===== src/rtl/opendap_mailbox_ap_pkg.sv =====
// Shared definitions for the mailbox access port: register map, CSW layout, FSM states.
package opendap_mailbox_ap_pkg;

    // Register word addresses (A[7:2])
    localparam logic [5:0] AddrCsw    = 6'h00;
    localparam logic [5:0] AddrTxdata = 6'h01;
    localparam logic [5:0] AddrRxdata = 6'h02;
    localparam logic [5:0] AddrIdr    = 6'h3F;

    // CSW bit positions
    localparam int unsigned CswH2tFull     = 0;
    localparam int unsigned CswT2hNonempty = 1;
    localparam int unsigned CswFlush       = 2;
    localparam int unsigned CswH2tLvlLsb   = 8;
    localparam int unsigned CswT2hLvlLsb   = 16;
    localparam int unsigned CswErrSticky   = 31;

    typedef enum logic {
        StIdle,
        StBusy
    } acc_state_e;

endpackage


===== src/rtl/opendap_mailbox_ap_if.sv =====
// DP-to-AP access bus: strobes and payload from the DP, completion status back from the AP.
interface opendap_mailbox_ap_if;
    logic [5:0]  dpacc_addr;
    logic [31:0] dpacc_wdata;
    logic        dpacc_wen;
    logic        dpacc_ren;
    logic        dpacc_abort;
    logic [31:0] dpacc_rdata;
    logic        dpacc_rdy;
    logic        dpacc_err;

    modport master (
        output dpacc_addr, dpacc_wdata, dpacc_wen, dpacc_ren, dpacc_abort,
        input  dpacc_rdata, dpacc_rdy, dpacc_err
    );

    modport slave (
        input  dpacc_addr, dpacc_wdata, dpacc_wen, dpacc_ren, dpacc_abort,
        output dpacc_rdata, dpacc_rdy, dpacc_err
    );
endinterface


===== src/rtl/opendap_sync_fifo.sv =====
// Single-clock FIFO; one push and one pop per cycle, full/empty judged on the current count.
module opendap_sync_fifo #(
    parameter int unsigned WIDTH = 32,
    parameter int unsigned DEPTH = 4,
    localparam int unsigned PtrW = $clog2(DEPTH),
    localparam int unsigned LvlW = PtrW + 1
) (
    input  logic             clk_i,
    input  logic             rst_ni,
    input  logic             push_i,
    input  logic [WIDTH-1:0] data_i,
    input  logic             pop_i,
    input  logic             flush_i,
    output logic [WIDTH-1:0] data_o,
    output logic             full_o,
    output logic             empty_o,
    output logic [LvlW-1:0]  level_o
);
    logic [WIDTH-1:0] mem_q [DEPTH];
    logic [PtrW-1:0]  wr_ptr_q, wr_ptr_d, rd_ptr_q, rd_ptr_d;
    logic [LvlW-1:0]  cnt_q, cnt_d;
    logic             do_push, do_pop;

    assign full_o  = (cnt_q == LvlW'(DEPTH));
    assign empty_o = (cnt_q == '0);
    assign level_o = cnt_q;
    assign data_o  = mem_q[rd_ptr_q];

    // A pop never frees room for a same-cycle push, and vice versa
    assign do_push = push_i && !full_o;
    assign do_pop  = pop_i && !empty_o;

    // Pointer and count update; flush wins over any push/pop
    always_comb begin
        wr_ptr_d = wr_ptr_q;
        rd_ptr_d = rd_ptr_q;
        cnt_d    = cnt_q;
        if (flush_i) begin
            wr_ptr_d = '0;
            rd_ptr_d = '0;
            cnt_d    = '0;
        end else begin
            if (do_push) wr_ptr_d = wr_ptr_q + 1'b1;
            if (do_pop)  rd_ptr_d = rd_ptr_q + 1'b1;
            if (do_push && !do_pop) cnt_d = cnt_q + 1'b1;
            if (do_pop && !do_push) cnt_d = cnt_q - 1'b1;
        end
    end

    // Pointer/count state
    always_ff @(posedge clk_i or negedge rst_ni) begin
        if (!rst_ni) begin
            wr_ptr_q <= '0;
            rd_ptr_q <= '0;
            cnt_q    <= '0;
        end else begin
            wr_ptr_q <= wr_ptr_d;
            rd_ptr_q <= rd_ptr_d;
            cnt_q    <= cnt_d;
        end
    end

    // Storage, no reset needed: contents only visible while non-empty
    always_ff @(posedge clk_i) begin
        if (do_push && !flush_i) mem_q[wr_ptr_q] <= data_i;
    end
endmodule


===== src/rtl/opendap_mailbox_ap.sv =====
// Mailbox Access Port: DP access responder fronting a host->target and a target->host FIFO.
module opendap_mailbox_ap
    import opendap_mailbox_ap_pkg::*;
#(
    parameter logic [10:0]  IDR_DESIGNER = 11'h7ff,
    parameter logic [3:0]   IDR_REVISION = 4'h0,
    parameter int unsigned  FIFO_DEPTH   = 4
) (
    input  logic                  swclk,
    input  logic                  rst_n_por,
    opendap_mailbox_ap_if.slave   dpacc,
    output logic [31:0]           h2t_data,
    output logic                  h2t_valid,
    input  logic                  h2t_ready,
    input  logic [31:0]           t2h_data,
    input  logic                  t2h_valid,
    output logic                  t2h_ready
);
    localparam int unsigned LvlW = $clog2(FIFO_DEPTH) + 1;
    localparam logic [31:0] IdrVal = {IDR_REVISION, IDR_DESIGNER, 4'h0, 5'h0, 8'h01};

    acc_state_e  state_q, state_d;
    logic [5:0]  addr_q, addr_d;
    logic [31:0] wdata_q, wdata_d, rdata_q, rdata_d;
    logic        write_q, write_d, conflict_q, conflict_d;
    logic        err_q, err_d, sticky_q, sticky_d;

    logic            h2t_push, h2t_full, h2t_empty, t2h_pop, t2h_full, t2h_empty, flush;
    logic [31:0]     t2h_head, csw_val;
    logic [LvlW-1:0] h2t_level, t2h_level;

    assign dpacc.dpacc_rdy   = (state_q == StIdle);
    assign dpacc.dpacc_err   = err_q;
    assign dpacc.dpacc_rdata = rdata_q;
    assign h2t_valid         = !h2t_empty;
    assign t2h_ready         = !t2h_full;

    // CSW read view
    always_comb begin
        csw_val                     = '0;
        csw_val[CswH2tFull]         = h2t_full;
        csw_val[CswT2hNonempty]     = !t2h_empty;
        csw_val[CswH2tLvlLsb +: 5]  = 5'(h2t_level);
        csw_val[CswT2hLvlLsb +: 5]  = 5'(t2h_level);
        csw_val[CswErrSticky]       = sticky_q;
    end

    // Access FSM: latch in IDLE, commit side effects in BUSY
    always_comb begin
        state_d    = state_q;
        addr_d     = addr_q;
        wdata_d    = wdata_q;
        write_d    = write_q;
        conflict_d = conflict_q;
        rdata_d    = rdata_q;
        err_d      = err_q;
        sticky_d   = sticky_q;
        h2t_push   = 1'b0;
        t2h_pop    = 1'b0;
        flush      = 1'b0;
        unique case (state_q)
            StIdle: begin
                if (dpacc.dpacc_wen || dpacc.dpacc_ren) begin
                    state_d    = StBusy;
                    addr_d     = dpacc.dpacc_addr;
                    wdata_d    = dpacc.dpacc_wdata;
                    write_d    = dpacc.dpacc_wen;
                    conflict_d = dpacc.dpacc_wen && dpacc.dpacc_ren;
                end
            end
            StBusy: begin
                state_d = StIdle;
                rdata_d = '0;
                err_d   = 1'b0;
                if (dpacc.dpacc_abort) begin
                    // cancelled: no side effect
                end else if (conflict_q) begin
                    err_d = 1'b1;
                end else if (write_q) begin
                    unique case (addr_q)
                        AddrCsw: begin
                            flush = wdata_q[CswFlush];
                            if (wdata_q[CswErrSticky]) sticky_d = 1'b0;
                        end
                        AddrTxdata: begin
                            if (h2t_full) begin
                                err_d    = 1'b1;
                                sticky_d = 1'b1;
                            end else begin
                                h2t_push = 1'b1;
                            end
                        end
                        default: ;
                    endcase
                end else begin
                    unique case (addr_q)
                        AddrCsw: rdata_d = csw_val;
                        AddrRxdata: begin
                            if (t2h_empty) begin
                                err_d    = 1'b1;
                                sticky_d = 1'b1;
                            end else begin
                                rdata_d = t2h_head;
                                t2h_pop = 1'b1;
                            end
                        end
                        AddrIdr: rdata_d = IdrVal;
                        default: ;
                    endcase
                end
            end
            default: state_d = StIdle;
        endcase
    end

    // Access state register
    always_ff @(posedge swclk or negedge rst_n_por) begin
        if (!rst_n_por) begin
            state_q    <= StIdle;
            addr_q     <= '0;
            wdata_q    <= '0;
            write_q    <= 1'b0;
            conflict_q <= 1'b0;
            rdata_q    <= '0;
            err_q      <= 1'b0;
            sticky_q   <= 1'b0;
        end else begin
            state_q    <= state_d;
            addr_q     <= addr_d;
            wdata_q    <= wdata_d;
            write_q    <= write_d;
            conflict_q <= conflict_d;
            rdata_q    <= rdata_d;
            err_q      <= err_d;
            sticky_q   <= sticky_d;
        end
    end

    opendap_sync_fifo #(.WIDTH(32), .DEPTH(FIFO_DEPTH)) u_h2t_fifo (
        .clk_i   (swclk),
        .rst_ni  (rst_n_por),
        .push_i  (h2t_push),
        .data_i  (wdata_q),
        .pop_i   (h2t_ready),
        .flush_i (flush),
        .data_o  (h2t_data),
        .full_o  (h2t_full),
        .empty_o (h2t_empty),
        .level_o (h2t_level)
    );

    opendap_sync_fifo #(.WIDTH(32), .DEPTH(FIFO_DEPTH)) u_t2h_fifo (
        .clk_i   (swclk),
        .rst_ni  (rst_n_por),
        .push_i  (t2h_valid),
        .data_i  (t2h_data),
        .pop_i   (t2h_pop),
        .flush_i (flush),
        .data_o  (t2h_head),
        .full_o  (t2h_full),
        .empty_o (t2h_empty),
        .level_o (t2h_level)
    );
endmodule


===== src/flat_wrapper.sv =====
// flat-port wrapper written by rule: the top's interface ports become plain ports
module opendap_mailbox_ap_flat import opendap_mailbox_ap_pkg::*;
#(
    parameter logic [10:0]  IDR_DESIGNER = 11'h7ff,
    parameter logic [3:0]   IDR_REVISION = 4'h0,
    parameter int unsigned  FIFO_DEPTH   = 4
)
  (swclk, rst_n_por, h2t_data, h2t_valid, h2t_ready, t2h_data, t2h_valid, t2h_ready, dpacc_dpacc_addr, dpacc_dpacc_wdata, dpacc_dpacc_wen, dpacc_dpacc_ren, dpacc_dpacc_abort, dpacc_dpacc_rdata, dpacc_dpacc_rdy, dpacc_dpacc_err);
  opendap_mailbox_ap_if dpacc_i ();
  input  logic swclk;
  input  logic rst_n_por;
  output logic [31:0] h2t_data;
  output logic h2t_valid;
  input  logic h2t_ready;
  input  logic [31:0] t2h_data;
  input  logic t2h_valid;
  output logic t2h_ready;
  input wire logic [$bits(dpacc_i.dpacc_addr)-1:0] dpacc_dpacc_addr;
  input wire logic [$bits(dpacc_i.dpacc_wdata)-1:0] dpacc_dpacc_wdata;
  input wire logic [$bits(dpacc_i.dpacc_wen)-1:0] dpacc_dpacc_wen;
  input wire logic [$bits(dpacc_i.dpacc_ren)-1:0] dpacc_dpacc_ren;
  input wire logic [$bits(dpacc_i.dpacc_abort)-1:0] dpacc_dpacc_abort;
  output wire logic [$bits(dpacc_i.dpacc_rdata)-1:0] dpacc_dpacc_rdata;
  output wire logic [$bits(dpacc_i.dpacc_rdy)-1:0] dpacc_dpacc_rdy;
  output wire logic [$bits(dpacc_i.dpacc_err)-1:0] dpacc_dpacc_err;
  assign dpacc_i.dpacc_addr = dpacc_dpacc_addr;
  assign dpacc_i.dpacc_wdata = dpacc_dpacc_wdata;
  assign dpacc_i.dpacc_wen = dpacc_dpacc_wen;
  assign dpacc_i.dpacc_ren = dpacc_dpacc_ren;
  assign dpacc_i.dpacc_abort = dpacc_dpacc_abort;
  assign dpacc_dpacc_rdata = dpacc_i.dpacc_rdata;
  assign dpacc_dpacc_rdy = dpacc_i.dpacc_rdy;
  assign dpacc_dpacc_err = dpacc_i.dpacc_err;
  opendap_mailbox_ap #(.IDR_DESIGNER(IDR_DESIGNER), .IDR_REVISION(IDR_REVISION), .FIFO_DEPTH(FIFO_DEPTH)) u_core (.swclk(swclk), .rst_n_por(rst_n_por), .dpacc(dpacc_i), .h2t_data(h2t_data), .h2t_valid(h2t_valid), .h2t_ready(h2t_ready), .t2h_data(t2h_data), .t2h_valid(t2h_valid), .t2h_ready(t2h_ready));
endmodule

===== config.mk =====
export PLATFORM = sky130hd
export DESIGN_NAME = opendap_mailbox_ap_flat
export DESIGN_NICKNAME = d
export VERILOG_FILES = /design/src/rtl/opendap_mailbox_ap_pkg.sv /design/src/rtl/opendap_mailbox_ap_if.sv /design/src/rtl/opendap_sync_fifo.sv /design/src/rtl/opendap_mailbox_ap.sv /design/src/flat_wrapper.sv
export SDC_FILE = /design/constraint.sdc
export NUM_CORES = 1
export LEC_CHECK = 0
export BUFFER_PORTS_ARGS = -buffer_cell sky130_fd_sc_hd__buf_2
export CORE_MARGIN = 2
export CORE_UTILIZATION = 58
export CTS_BUF_LIST = sky130_fd_sc_hd__clkbuf_16
export CTS_CLUSTER_DIAMETER = 60
export CTS_CLUSTER_SIZE = 8
export DETAILED_ROUTE_END_ITERATION = 7
export GPL_TIMING_DRIVEN = 0
export PLACE_DENSITY = 0.79
export SLEW_MARGIN = 20
export SYNTH_ARGS = -nofsm -noshare
export SYNTH_HDL_FRONTEND = slang
export SYNTH_HIERARCHICAL = 1
export SYNTH_SLANG_ARGS = --single-unit

===== constraint.sdc =====
create_clock -name swclk -period 4.6 [get_ports swclk]
set_clock_uncertainty 0.05 [all_clocks]
set_input_delay 1.15 -clock swclk [delete_from_list [all_inputs] [get_ports swclk]]
set_output_delay 1.15 -clock swclk [all_outputs]
set_load 0.02 [all_outputs]

# Word-level counts from Yosys, hierarchy flattened
# Memories as Yosys holds them, arrays and structs flattened.
# Cells that the tools add are included.
dict set report classes {
  add_sub_neg 8
  n_eq_ne 8
  mux 55
  bitwise 3
  n_reduce_logical 34
}
# cell n
set op_table {}
lappend op_table {{two-way mux 32 bit} 4}
lappend op_table {{one-hot mux 32 bit (3 select lines)} 1}
lappend op_table {{two-way mux 1 bit} 34}
lappend op_table {{two-way mux 3 bit} 6}
lappend op_table {{two-way mux 2 bit} 8}
lappend op_table {{nonzero test 2 bit} 6}
lappend op_table {{logical AND 1 bit} 11}
lappend op_table {{zero test 1 bit} 9}
lappend op_table {{adder 2 x 1 -> 2 bit (second input constant)} 4}
lappend op_table {{AND reduction 8 bit} 1}
lappend op_table {{adder 3 x 1 -> 3 bit (second input constant)} 2}
lappend op_table {{equality test 3 bit (second input constant)} 2}
lappend op_table {{equality test 6 x 1 -> 1 bit (second input constant)} 1}
lappend op_table {{equality test 6 x 2 -> 1 bit (second input constant)} 1}
lappend op_table {{equality test 6 bit (second input constant)} 1}
lappend op_table {{zero test 3 bit} 2}
lappend op_table {{zero test 6 bit} 1}
lappend op_table {{inequality test 3 bit (second input constant)} 2}
lappend op_table {{nonzero test 3 bit} 2}
lappend op_table {{subtractor 3 x 1 -> 3 bit (second input constant)} 2}
lappend op_table {{one-hot mux 1 bit (2 select lines)} 2}
lappend op_table {{inequality test 3 x 2 -> 1 bit (second input constant)} 1}
lappend op_table {{inverter 1 bit} 3}
lappend op_table {{AND reduction 2 bit} 1}
lappend op_table {{logical OR 1 bit} 1}
dict set report totals {
  register_bits 89
  mem_bits_rw 256
  inputBits 77
  wordCells 124
  mem_count 2
}
# name depth width rd rd_ports_with_merged_regs write_ports line
set memory_table {}
lappend memory_table {u_core.u_h2t_fifo.mem_q 4 32 1 0 1 opendap_sync_fifo.sv:19} ;# logic [WIDTH-1:0] mem_q [DEPTH];
lappend memory_table {u_core.u_t2h_fifo.mem_q 4 32 1 0 1 opendap_sync_fifo.sv:19}

# Longest topological paths before layout
# Gate-level depths: netlist of run 1.
dict set report depth {
  depth_word 13
  ltp_mapped 15
}

# Modules after synthesis
# The synthesis of run 1 kept the hierarchy.
# module n_inst cells_each area_per_inst_um2 seq_area_each_um2
set by_module_without_submodules {}
lappend by_module_without_submodules {opendap_sync_fifo 2 232 5170.0 4018.9}
lappend by_module_without_submodules {opendap_mailbox_ap 1 213 3010.4 1876.8}

# Worst setup path after synthesis of run 1
# No wires, ideal clock.
dict set report synth_path {
  path_type {input-to-reg}
  start {in dpacc_dpacc_abort}
  end {reg u_core.u_t2h_fifo.cnt_q[1] (netlist: u_core/u_t2h_fifo/level_o[1])}
  setup_ns 0.133
  arrival_ns 3.713
  t_required_ns 4.417
  setup_slack_ns 0.704
  cell_stages 14
  path_buffers 4
  path_cell_list {or4b_1 buf_2 or3_1 buf_6 nor3_4 buf_6 buf_2 o21ai_1 a21oi_1 fa_1 inv_1 a311oi_1 a21oi_1 a211oi_1}
}
dict set report synth_via {
  elab_chain_cells 6
  word_cells_on_any_way 11
}
# item line
set synth_rtl {}
lappend synth_rtl {{from (decl)} flat_wrapper.sv:22} ;# input wire logic [$bits(dpacc_i.dpacc_abort)-1:0] dpacc_dpacc_abort;
lappend synth_rtl {{two-way mux 1 bit *} opendap_mailbox_ap.sv:75} ;# if (dpacc.dpacc_abort) begin
lappend synth_rtl {{two-way mux 1 bit *} opendap_mailbox_ap.sv:61} ;# unique case (state_q)
lappend synth_rtl {{named net u_core.t2h_pop} opendap_mailbox_ap.sv:28} ;# logic h2t_push, h2t_full, h2t_empty, t2h_pop, t2h_full, t2h_empty, flush;
lappend synth_rtl {{logical AND 1 bit *} opendap_sync_fifo.sv:31} ;# assign do_pop = pop_i && !empty_o;
lappend synth_rtl {{logical AND 1 bit or zero test 1 bit (tied branches)} {opendap_sync_fifo.sv:46, opendap_sync_fifo.sv:45}}
lappend synth_rtl {{two-way mux 3 bit or logical AND 1 bit (tied branches)} {opendap_sync_fifo.sv:46, opendap_sync_fifo.sv:45}}
lappend synth_rtl {{two-way mux 3 bit or nonzero test 3 bit (tied branches)} -}
lappend synth_rtl {{to (signal assigned)} opendap_sync_fifo.sv:59} ;# cnt_q <= cnt_d;
lappend synth_rtl {{to (decl)} opendap_sync_fifo.sv:21} ;# logic [LvlW-1:0] cnt_q, cnt_d;
# Mark *: on every way through the listed nets, which the timed path passes. The rest lies on a longest branch.
# A chain may end at the register's enable or synchronous reset.

# Final worst setup path of run 1
# Same ends and word-level chain as after synthesis.

==> metrics.md, run 1 <==
| Metric | Value |
|---|---|
| GP Congestion | `0.8040` |
| DRT Wirelength | `27300 um` |
| Clock Path Buffers | `3` |
| Final global-route overflow total | `0` |
| TritonCTS Buffers | `49` |
| WP data required | `4.94 ns` |
| I/O pin total | `145` |
| Pwr dens | `553.0 mW/mm2` |
| Max-slew headroom | `0.4531` |
| Synth warn | `6` |
| Count of max-cap constraint violations | `0` |
| Vias in the first global route | `7754` |
| Num Clock Sinks | `345` |
| Post-CTS setup buffers | `0` |
| Async SR Flop Fraction | `0.2580` |
| Drt drc | `0` |
| Worst r2r src | `u_core/write_q` |
| Startpoint types | `input port` |
| Worst Path Arrival | `4.42 ns` |
| Chip width | `155.7 um` |
| Sequential fraction of the synthesis area | `0.7426` |
| Clock network power share | `0.353` |
| Mapped Nets | `764` |
| Largest fanout on the critical path | `10` |
| RSZ-0062 raised after global routing | `no` |
| Post-synth EDFFs | `256` |
| Post-Synthesis Cells | `677` |
| All-Layer GR Usage | `0.2331` |
| Clk root buf | `clkbuf_16` |
| Core area | `0.02264 mm2` |
| Setup violators final | `0` |
| Comb power frac | `0.208` |
| Ratio of cells with drive above 1 in the final layout | `0.3750` |
| Placement Rows | `55` |
| Die Height | `155.7 um` |
| Die Footprint | `0.02425 mm2` |
| Cts hold-fix bufs | `0` |
| Syn Std Cell Area | `0.01335 mm2` |
| Post-CTS sizing | `0` |
| DR WL/cell | `22.61 um` |
| Initial DRC Count | `562` |
| Largest net degree at the start of global routing | `71` |
| Area post-placement | `0.01463 mm2` |
| Number of distinct library cells after synthesis | `48` |
| Switching Share | `0.2736` |
| Clock slew at reported path FFs | `0.05 ns` |
| Leak pwr | `6.149 nW` |
| IO buf count | `143` |
| Final net count | `967` |
| Post-layout instance area | `0.01604 mm2` |
| Final hold violation count | `0` |
| Final Cycle Share | `0.8854` |
| Initial DRT Pass Iterations | `5` |
| Initial antenna violation count | `3` |
| CTS tree | `built` |
| Area grow syn2layout | `20.11%` |
| Worst-Margin Slew | `0.8203 ns` |
| Sequential share of power | `0.439` |
| RR Endpoint | `u_core/u_t2h_fifo/level_o[1]` |
| Via count | `7230` |
| Global-route wire length before repair | `42810 um` |
| Dpl hpwl | `17430 um` |
| Syn Area/Cell | `19.72 um2` |
| Initial Util | `0.5897` |
| Reg2reg path depth | `15` |
| CTS H-tree depth | `2` |
| FILL cells | `1334` |
| Setup tns final | `0 ns` |
| Ys flop type | `edfxtp_1` |
| Seq cells post-synth | `345` |
| P_sw | `2.426 mW` |
| Worst hold path type | `in -> async` |
| Status | `complete, no violations` |
| Crit. End Element | `register` |
| Max IR drop VDD | `388.7 uV` |
| FMAX | `0.2455 GHz` |
| Pins Over Slew Limit | `0` |
| Clk Latency, worst-skew pair | `0.53 ns` |
| Vias per cell | `5.990` |
| Routed Antenna Nets | `0` |
| R2R setup slack | `0.71 ns` |
| Period minus WS final | `4.073 ns` |
| P_int | `6.441 mW` |
| WS Path Type | `in -> reg` |
## final cells by class
| type | count | area, um2 | share of cell area |
|---|---|---|---|
| Inverter | 14 | 52.55 | 0.003277 |
| Buffer | 42 | 271.5 | 0.01693 |
| Clock buffer | 49 | 1226 | 0.07647 |
| Clock inverter | 42 | 172.7 | 0.01077 |
| Antenna cell | 2 | 5.005 | 0.0003121 |
| Tap cell | 285 | 356.6 | 0.02224 |
| Multi-Input combinational cell | 276 | 3127 | 0.1950 |
| Sequential cell | 345 | 9915 | 0.6183 |
| Timing Repair Buffer | 152 | 909.6 | 0.05673 |
## layer usage
metal	vias to the layer above	part of all wire	track usage	wire, um
met5	-	0.00099	0	27
met4	4	0.021	0.06597	585
met3	59	0.078	0.06056	2118
met2	294	0.51	0.3991	14050
met1	3734	0.39	0.2992	10510
li1	3139	-	-	-
## registers in the layout (all words and copies together), names as in the netlist
name / flops
u_core/write_q: 1
u_core/conflict_q: 1
u_core/dpacc.dpacc_err: 1
u_core/sticky_q: 1
u_core/addr_q: 6
u_core/u_h2t_fifo/wr_ptr_q: 2
u_core/u_h2t_fifo/rd_ptr_q: 2
u_core/u_h2t_fifo/level_o: 3
u_core/u_t2h_fifo/rd_ptr_q: 2
u_core/u_h2t_fifo/mem_q: 128
u_core/u_t2h_fifo/mem_q: 128
u_core/u_t2h_fifo/wr_ptr_q: 2
u_core/state_q: 1
u_core/u_t2h_fifo/level_o: 3
u_core/dpacc.dpacc_rdata: 32
u_core/wdata_q: 32
## power by group through the flow
stage	Sequential [mW]	Clock, mW	Combinational (mW)
after global placement	3.92	0	1.73
final	3.89	3.13	1.85
after detailed placement	3.95	0	1.85
after CTS	3.89	3.19	1.87
after global routing	3.92	3.33	2.00
after floorplan	3.90	0	1.31
## metrics by stage
stage / std cells / hold WS [ns] / power [mW] / util / worst slack, ns
floorplan: 677 / 0.4209 / 5.206 / - / 0.7038
global placement: 1105 / 0.4167 / 5.653 / 0.6370 / 0.1596
detailed placement: 1114 / 0.4252 / 5.798 / 0.6463 / 0.08848
CTS: 1205 / 0.4185 / 8.946 / 0.7080 / 0.6352
global route: 1205 / 0.4241 / 9.253 / 0.7080 / 0.3918
finish: 1207 / 0.4271 / 8.867 / 0.7083 / 0.5272
## cells in the final DEF (no fill, tap or decap), types with 3 or more instances in the layout
master | Yosys | layout
mux4_2 | 64 | 64
xor2_1 | 4 | 4
mux2i_1 | 3 | 3
o22ai_1 | 3 | 3
nand2b_1 | 7 | 7
a21oi_1 | 10 | 10
o21ai_1 | 5 | 5
o2bb2ai_1 | 9 | 9
buf_2 | 13 | 155
a211oi_1 | 4 | 4
edfxtp_1 | 256 | 256
o21ai_0 | 6 | 6
mux2_2 | 39 | 39
and2_2 | 0 | 8
ha_1 | 8 | 8
a22o_1 | 19 | 19
a22oi_1 | 7 | 7
inv_1 | 12 | 51
clkbuf_1 | 14 | 14
nor3_1 | 8 | 7
dfrtp_1 | 89 | 89
buf_12 | 0 | 8
a221o_1 | 9 | 9
nand2_1 | 15 | 15
buf_6 | 12 | 13
clkbuf_16 | 0 | 49
nor3b_1 | 3 | 3
nor2_1 | 17 | 17
## worst max-delay path by stage
stage                            startpoint                             to  slack (ns)  cells past startpoint
after floorplan           dpacc_dpacc_abort   u_core/u_t2h_fifo/level_o[1]        0.70                     14
after global placement    dpacc_dpacc_abort  u_core/u_h2t_fifo/mem_q[0][4]        0.16                      7
after detailed placement  dpacc_dpacc_abort   u_core/u_t2h_fifo/level_o[1]        0.09                     15
after CTS                 dpacc_dpacc_abort   u_core/u_t2h_fifo/level_o[1]        0.64                     15
after global routing      dpacc_dpacc_abort   u_core/u_t2h_fifo/level_o[1]        0.39                     15
final                     dpacc_dpacc_abort   u_core/u_t2h_fifo/level_o[1]        0.53                     15
## logic make-up after synthesis
kind of cell | share of synthesized area
xor+xnor | 0.003936
compound gates | 0.04742
buf+inv | 0.02427
fa+ha+maj | 0.01050
simple gates | 0.02812
flops | 0.7426
mux | 0.1431
## cells in the mapped netlist, types with 2 or more instances
cell type	instances	area (um2)
o2bb2ai_1	9	78.83
a311oi_1	2	17.52
a211oi_1	4	30.03
buf_4	2	15.01
edfxtp_1	256	7687
and2_1	8	50.05
nor2_1	17	63.81
ha_1	8	100.1
o22ai_1	3	18.77
a22oi_1	7	52.55
dfrtp_1	89	2227
o21ai_0	6	30.03
fa_1	2	40.04
nand3b_1	2	15.01
inv_1	12	45.04
a221o_1	9	90.09
a22o_1	19	166.4
or4_1	2	15.01
xor2_1	4	35.03
buf_6	12	135.1
nor3_1	8	40.04
or2_1	2	12.51
nand2b_1	7	43.79
a21o_1	2	15.01
mux2_2	39	439.2
a221oi_1	2	17.52
nand2_1	15	56.30
a21oi_1	10	50.05
clkbuf_1	14	52.55
mux4_2	64	1441
buf_2	13	65.06
xnor2_1	2	17.52
mux2i_1	3	30.03
a41oi_1	2	17.52
nand4_1	2	12.51
nor3b_1	3	22.52
o21ai_1	5	25.02
## worst max-delay path, cell delays in order
cell and delay, ns:
buf_2 0.11, or4b_1 0.49, buf_2 0.18, or3_1 0.33, buf_6 0.15, nor3_4 0.36
buf_6 0.22, buf_2 0.22, o21ai_1 0.14, a21oi_1 0.21, fa_1 0.45, inv_1 0.10
a311oi_1 0.06, a21oi_1 0.17, a211oi_1 0.06
No activity file was read; power rests on OpenSTA's default activity.
==> inputs of run 2 (changes only) <==
--- a/config.mk
+++ b/config.mk
@@ -14,6 +14,7 @@
 export DETAILED_ROUTE_END_ITERATION = 7
 export GPL_TIMING_DRIVEN = 0
 export PLACE_DENSITY = 0.79
+export REMOVE_ABC_BUFFERS = 1
 export SLEW_MARGIN = 20
 export SYNTH_ARGS = -nofsm -noshare
 export SYNTH_HDL_FRONTEND = slang
==> metrics.md, run 2 (same netlist as run 1, synthesis figures left out) <==
| Metric | Value |
|---|---|
| Clock slew at reported path FFs | `0.05 ns` |
| Setup violators final | `0` |
| Crit. path cell count | `11` |
| WS Path Type | `in -> reg` |
| Post-CTS sizing | `0` |
| Vias per cell | `6.026` |
| Clock Path Buffers | `3` |
| CP max-delay cell | `nor3_4` |
| FMAX | `0.2473 GHz` |
| Area grow syn2layout | `19.78%` |
| Via count | `7068` |
| Initial Util | `0.5897` |
| Period minus WS final | `4.043 ns` |
| Worst Path Buf+Inv | `2` |
| Initial DRC Count | `553` |
| Die Footprint | `0.02425 mm2` |
| Top flop regs | `u_core/u_h2t_fifo/mem_q (128), u_core/u_t2h_fifo/mem_q (128)` |
| Initial antenna violation count | `2` |
| Dpl hpwl | `15980 um` |
| Power, Total | `8.882 mW` |
| Worst Path Arrival | `4.40 ns` |
| Max-slew headroom | `0.4400` |
| Final global-route overflow total | `0` |
| Placement Rows | `55` |
| CTS tree | `built` |
| Core area | `0.02264 mm2` |
| Setup tns final | `0 ns` |
| DR WL/cell | `22.40 um` |
| Cts hold-fix bufs | `0` |
| DR WL met2 | `13750 um` |
| Ratio of cells with drive above 1 in the final layout | `0.3758` |
| TritonCTS Buffers | `49` |
| Hold slack | `0.4292 ns` |
| Drt drc | `0` |
| Worst hold path type | `reg -> reg` |
| DRT Wirelength | `26270 um` |
| Most used cell, CP | `a21oi_1` |
| All-Layer GR Usage | `0.2214` |
| Commonest cells after routing, fill and taps aside | `edfxtp_1, buf_2, dfrtp_1` |
| Most common cell after layout, fill and taps aside | `edfxtp_1` |
| Initial DRT Pass Iterations | `5` |
| Top layer in use | `met4` |
| CTS H-tree depth | `2` |
| Top delay family on crit path | `simple AND/OR/NAND/NOR gates` |
| Vias in the first global route | `7539` |
| I/O pin total | `145` |
| Die Height | `155.7 um` |
| Pwr dens | `555.4 mW/mm2` |
| Leak pwr | `6.083 nW` |
| Routed Antenna Nets | `0` |
| Largest fanout on the critical path | `18` |
| Status | `complete, no violations` |
| Crit. End Element | `register` |
| Post-CTS setup buffers | `0` |
| Pins Over Slew Limit | `0` |
| Largest net degree at the start of global routing | `60` |
| Count of max-cap constraint violations | `0` |
| Global-route wire length before repair | `40740 um` |
| Clk Latency, worst-skew pair | `0.54 ns` |
| Post-layout instance area | `0.01599 mm2` |
| Chip width | `155.7 um` |
| Sequence of cells on the critical path | `buf_2, or4b_1, or3_1, nor3_4, o21ai_1, a21oi_1, fa_1, inv_1, a311oi_1, a21oi_1, a211oi_1` |
| Max IR drop VDD | `382.9 uV` |
| Worst-Margin Slew | `0.8369 ns` |
| WP data required | `4.96 ns` |
| Clk root buf | `clkbuf_16` |
| DRT met1 WL | `10130 um` |
| Reg2reg path depth | `10` |
| Final net count | `932` |
| Num Clock Sinks | `345` |
| Crit path largest cell delay | `0.69 ns` |
| Final Cycle Share | `0.8789` |
| GP Congestion | `0.7553` |
| Final hold violation count | `0` |
| Routed wl met3 | `2018 um` |
| IO buf count | `144` |
| Startpoint types | `input port` |
| WHS Path Cells | `1` |
| Area post-placement | `0.01454 mm2` |
| RSZ-0062 raised after global routing | `no` |
[run 2: metal layers]
| layer | global-route usage | vias up |
|---|---|---|
| met3 | 0.05778 | 37 |
| met5 | 0 | - |
| met4 | 0.05679 | 0 |
| met2 | 0.3856 | 306 |
| li1 | - | 3066 |
| met1 | 0.2804 | 3659 |
[run 2: path summary, 6_finish.rpt]
kind	start	to	slack [ns]
min reg2reg	u_core/dpacc.dpacc_rdata[1]	u_core/dpacc.dpacc_rdata[1]	0.43
max reg2reg	u_core/write_q	u_core/u_t2h_fifo/level_o[1]	0.75
min in group asynchronous	rst_n_por	u_core/wdata_q[20]	0.45
max in group asynchronous	rst_n_por	u_core/u_t2h_fifo/rd_ptr_q[0]	3.42
min	u_core/dpacc.dpacc_rdata[1]	u_core/dpacc.dpacc_rdata[1]	0.43
max	dpacc_dpacc_abort	u_core/u_t2h_fifo/level_o[1]	0.56
[run 2: layout make-up]
class,count,area [um2]
flip-flops and latches,345,9925
fillers,1368,6649
multi-input cells,276,3148
clock buffers,51,1276
repair buffers,159,1065
well taps,285,356.6
clock inverters,41,163.9
inverters,14,52.55
diodes,2,5.005
[run 2: report_power, final]
part	internal, mW	switching (mW)	total [mW]
Clock	1.97	1.23	3.20
Sequential	3.73	0.345	4.08
Combinational	0.756	0.850	1.61
Total	6.46	2.42	8.88
[run 2: metrics by stage]
stage | std cells | setup slack, ns | util
floorplan | 635 | 0.4347 | -
global placement | 1064 | -0.3368 | 0.6253
detailed placement | 1079 | 0.08182 | 0.6423
CTS | 1171 | 0.6407 | 0.7059
global route | 1171 | 0.4609 | 0.7061
finish | 1173 | 0.5569 | 0.7063
==> inputs of run 3 (changes only) <==
--- a/config.mk
+++ b/config.mk
@@ -7,13 +7,13 @@
 export LEC_CHECK = 0
 export BUFFER_PORTS_ARGS = -buffer_cell sky130_fd_sc_hd__buf_2
 export CORE_MARGIN = 2
-export CORE_UTILIZATION = 58
+export CORE_UTILIZATION = 63
 export CTS_BUF_LIST = sky130_fd_sc_hd__clkbuf_16
 export CTS_CLUSTER_DIAMETER = 60
 export CTS_CLUSTER_SIZE = 8
 export DETAILED_ROUTE_END_ITERATION = 7
 export GPL_TIMING_DRIVEN = 0
-export PLACE_DENSITY = 0.79
+export PLACE_DENSITY = 0.85
 export REMOVE_ABC_BUFFERS = 1
 export SLEW_MARGIN = 20
 export SYNTH_ARGS = -nofsm -noshare
==> constraint.sdc (replaced) <==
create_clock -name swclk -period 4.79 [get_ports swclk]
set_clock_uncertainty 0.05 [all_clocks]
set_input_delay 1.1975 -clock swclk [delete_from_list [all_inputs] [get_ports swclk]]
set_output_delay 1.1975 -clock swclk [all_outputs]
set_load 0.01 [all_outputs]
==> metrics.md, run 3 (same netlist as run 1, synthesis figures left out) <==
| Metric | Value |
|---|---|
| Status | `complete, no violations` |
| CTS tree | `built` |
| Largest fanout on the critical path | `16` |
| Clock network power share | `0.359` |
| Startpoint types | `input port` |
| Clk root buf | `clkbuf_16` |
| Clock slew at reported path FFs | `0.05 ns` |
| Final net count | `933` |
| Worst Path Buf+Inv | `3` |
| Initial Util | `0.6391` |
| CTS H-tree depth | `2` |
| Most used cell, CP | `a21oi_1` |
| Routed wl met3 | `2045 um` |
| R2R setup slack | `1.10 ns` |
| Cts hold-fix bufs | `0` |
| Clock Path Buffers | `3` |
| DR WL/cell | `24.13 um` |
| Reg2reg path depth | `10` |
| Crit path largest cell delay | `0.57 ns` |
| Pwr dens | `525.6 mW/mm2` |
| Top layer in use | `met4` |
| Placed Cells incl. Taps | `1070` |
| WHS Path Cells | `1` |
| GP Congestion | `0.8019` |
| Largest net degree at the start of global routing | `63` |
| Ratio of cells with drive above 1 in the final layout | `0.3758` |
| Chip width | `149.6 um` |
| Worst slack, placed | `0.5502 ns` |
| Initial DRC Count | `482` |
| Switching Share | `0.2687` |
| Vias per cell | `6.168` |
| All-Layer GR Usage | `0.2593` |
| Clk Latency, worst-skew pair | `0.54 ns` |
| Num Clock Sinks | `345` |
| Most common cell after layout, fill and taps aside | `edfxtp_1` |
| Worst-Margin Slew | `0.8242 ns` |
| WS Path Type | `in -> reg` |
| Worst Hold Launch | `u_core/dpacc.dpacc_rdata[9]` |
| WP data required | `5.16 ns` |
| Final hold violation count | `0` |
| P_sw | `2.256 mW` |
| Die Footprint | `0.02237 mm2` |
| Worst r2r src | `u_core/state_q` |
| Worst Path Arrival | `4.11 ns` |
| Vias in the first global route | `7787` |
| Dpl hpwl | `16650 um` |
| FMAX | `0.2680 GHz` |
| Routed Antenna Nets | `0` |
| Sequence of cells on the critical path | `buf_2, or4b_1, or3_1, nor3_4, buf_8, o21ai_1, a21oi_1, fa_1, inv_1, a311oi_1, a21oi_1, a211oi_1` |
| Initial DRT Pass Iterations | `5` |
| P_int | `6.140 mW` |
| Hold Path End | `u_core/dpacc.dpacc_rdata[9]` |
| Global-route wire length before repair | `43200 um` |
| Non-filler cells, final | `1163` |
| Setup tns final | `0 ns` |
| Setup violators final | `0` |
| Worst hold path type | `reg -> reg` |
| IO buf count | `144` |
| Commonest cells after routing, fill and taps aside | `edfxtp_1, buf_2, dfrtp_1` |
| Leak pwr | `6.077 nW` |
| Period minus WS final | `3.731 ns` |
| CP max-delay cell | `or4b_1` |
| Core area | `0.02089 mm2` |
| Max-slew headroom | `0.4476` |
| RR Endpoint | `u_core/u_h2t_fifo/level_o[1]` |
| Top delay family on crit path | `simple AND/OR/NAND/NOR gates` |
| Setup WS post-layout | `1.059 ns` |
| Final global-route overflow total | `0` |
| Die Height | `149.6 um` |
| Placement Rows | `53` |
| Initial antenna violation count | `1` |
| Drt drc | `0` |
| Crit. End Element | `register` |
| Pins Over Slew Limit | `0` |
| Sequential share of power | `0.468` |
| Final Cycle Share | `0.7789` |
| Top flop regs | `u_core/u_h2t_fifo/mem_q (128), u_core/u_t2h_fifo/mem_q (128)` |
| Comb power frac | `0.173` |
| Post-layout instance area | `0.01597 mm2` |
| RSZ-0062 raised after global routing | `no` |
| Post-CTS sizing | `0` |
| Area grow syn2layout | `19.64%` |
| TritonCTS Buffers | `49` |
| DRT Wirelength | `28070 um` |
| Max IR drop VDD | `391.1 uV` |
| Via count | `7173` |
| I/O pin total | `145` |
| DRT met1 WL | `10580 um` |
| DR WL met2 | `14710 um` |
| Final core utilization | `0.7647` |
| Power, Total | `8.396 mW` |
| Area post-placement | `0.01456 mm2` |
| Post-CTS setup buffers | `0` |
| Count of max-cap constraint violations | `0` |
| Hold slack | `0.4325 ns` |
run 3: worst max path at each step:
stage,startpoint,endpoint,slack (ns),cells past startpoint
after detailed placement,dpacc_dpacc_abort,u_core/u_t2h_fifo/level_o[1],0.55,12
after global placement,dpacc_dpacc_abort,u_core/u_t2h_fifo/level_o[1],-0.28,11
final,dpacc_dpacc_abort,u_core/u_t2h_fifo/level_o[1],1.06,12
after CTS,u_core/state_q,u_core/u_h2t_fifo/level_o[1],0.89,10
after floorplan,dpacc_dpacc_abort,u_core/u_t2h_fifo/level_o[1],0.58,10
after global routing,u_core/state_q,u_core/u_h2t_fifo/level_o[1],0.91,10
run 3: layer usage:
metal	up-vias	global-route usage
met5	-	0
met4	0	0.08571
met3	76	0.05671
met2	342	0.4557
met1	3685	0.3235
li1	3070	-
run 3: worst register-to-register path, delay by kind of cell (launching register included):
| kind | cells | cell delay [ns] |
|---|---|---|
| DFF | 1 | 0.40 |
| adders and majority gates | 1 | 0.55 |
| AOI/OAI and AO/OA | 4 | 0.99 |
| and+or+nand+nor | 3 | 1.22 |
| buffers and inverters | 2 | 0.37 |
run 3: cell type report:
class	instances	area [um2]
diodes	2	5.005
clock inverters	42	172.7
clock buffers	49	1226
multi-input cells	276	3148
flip-flops and latches	345	9925
repair buffers	160	1100
fillers	1135	4916
inverters	14	52.55
well taps	275	344.1
run 3: power groups by stage:
stage                     logic [mW]  registers [mW]  clock network (mW)
final                           1.45            3.93                3.01
after global routing            1.55            3.98                3.19
after CTS                       1.45            3.93                3.06
after detailed placement        1.42            3.98                   0
after global placement          1.24            3.98                   0
after floorplan                0.890            3.89                   0
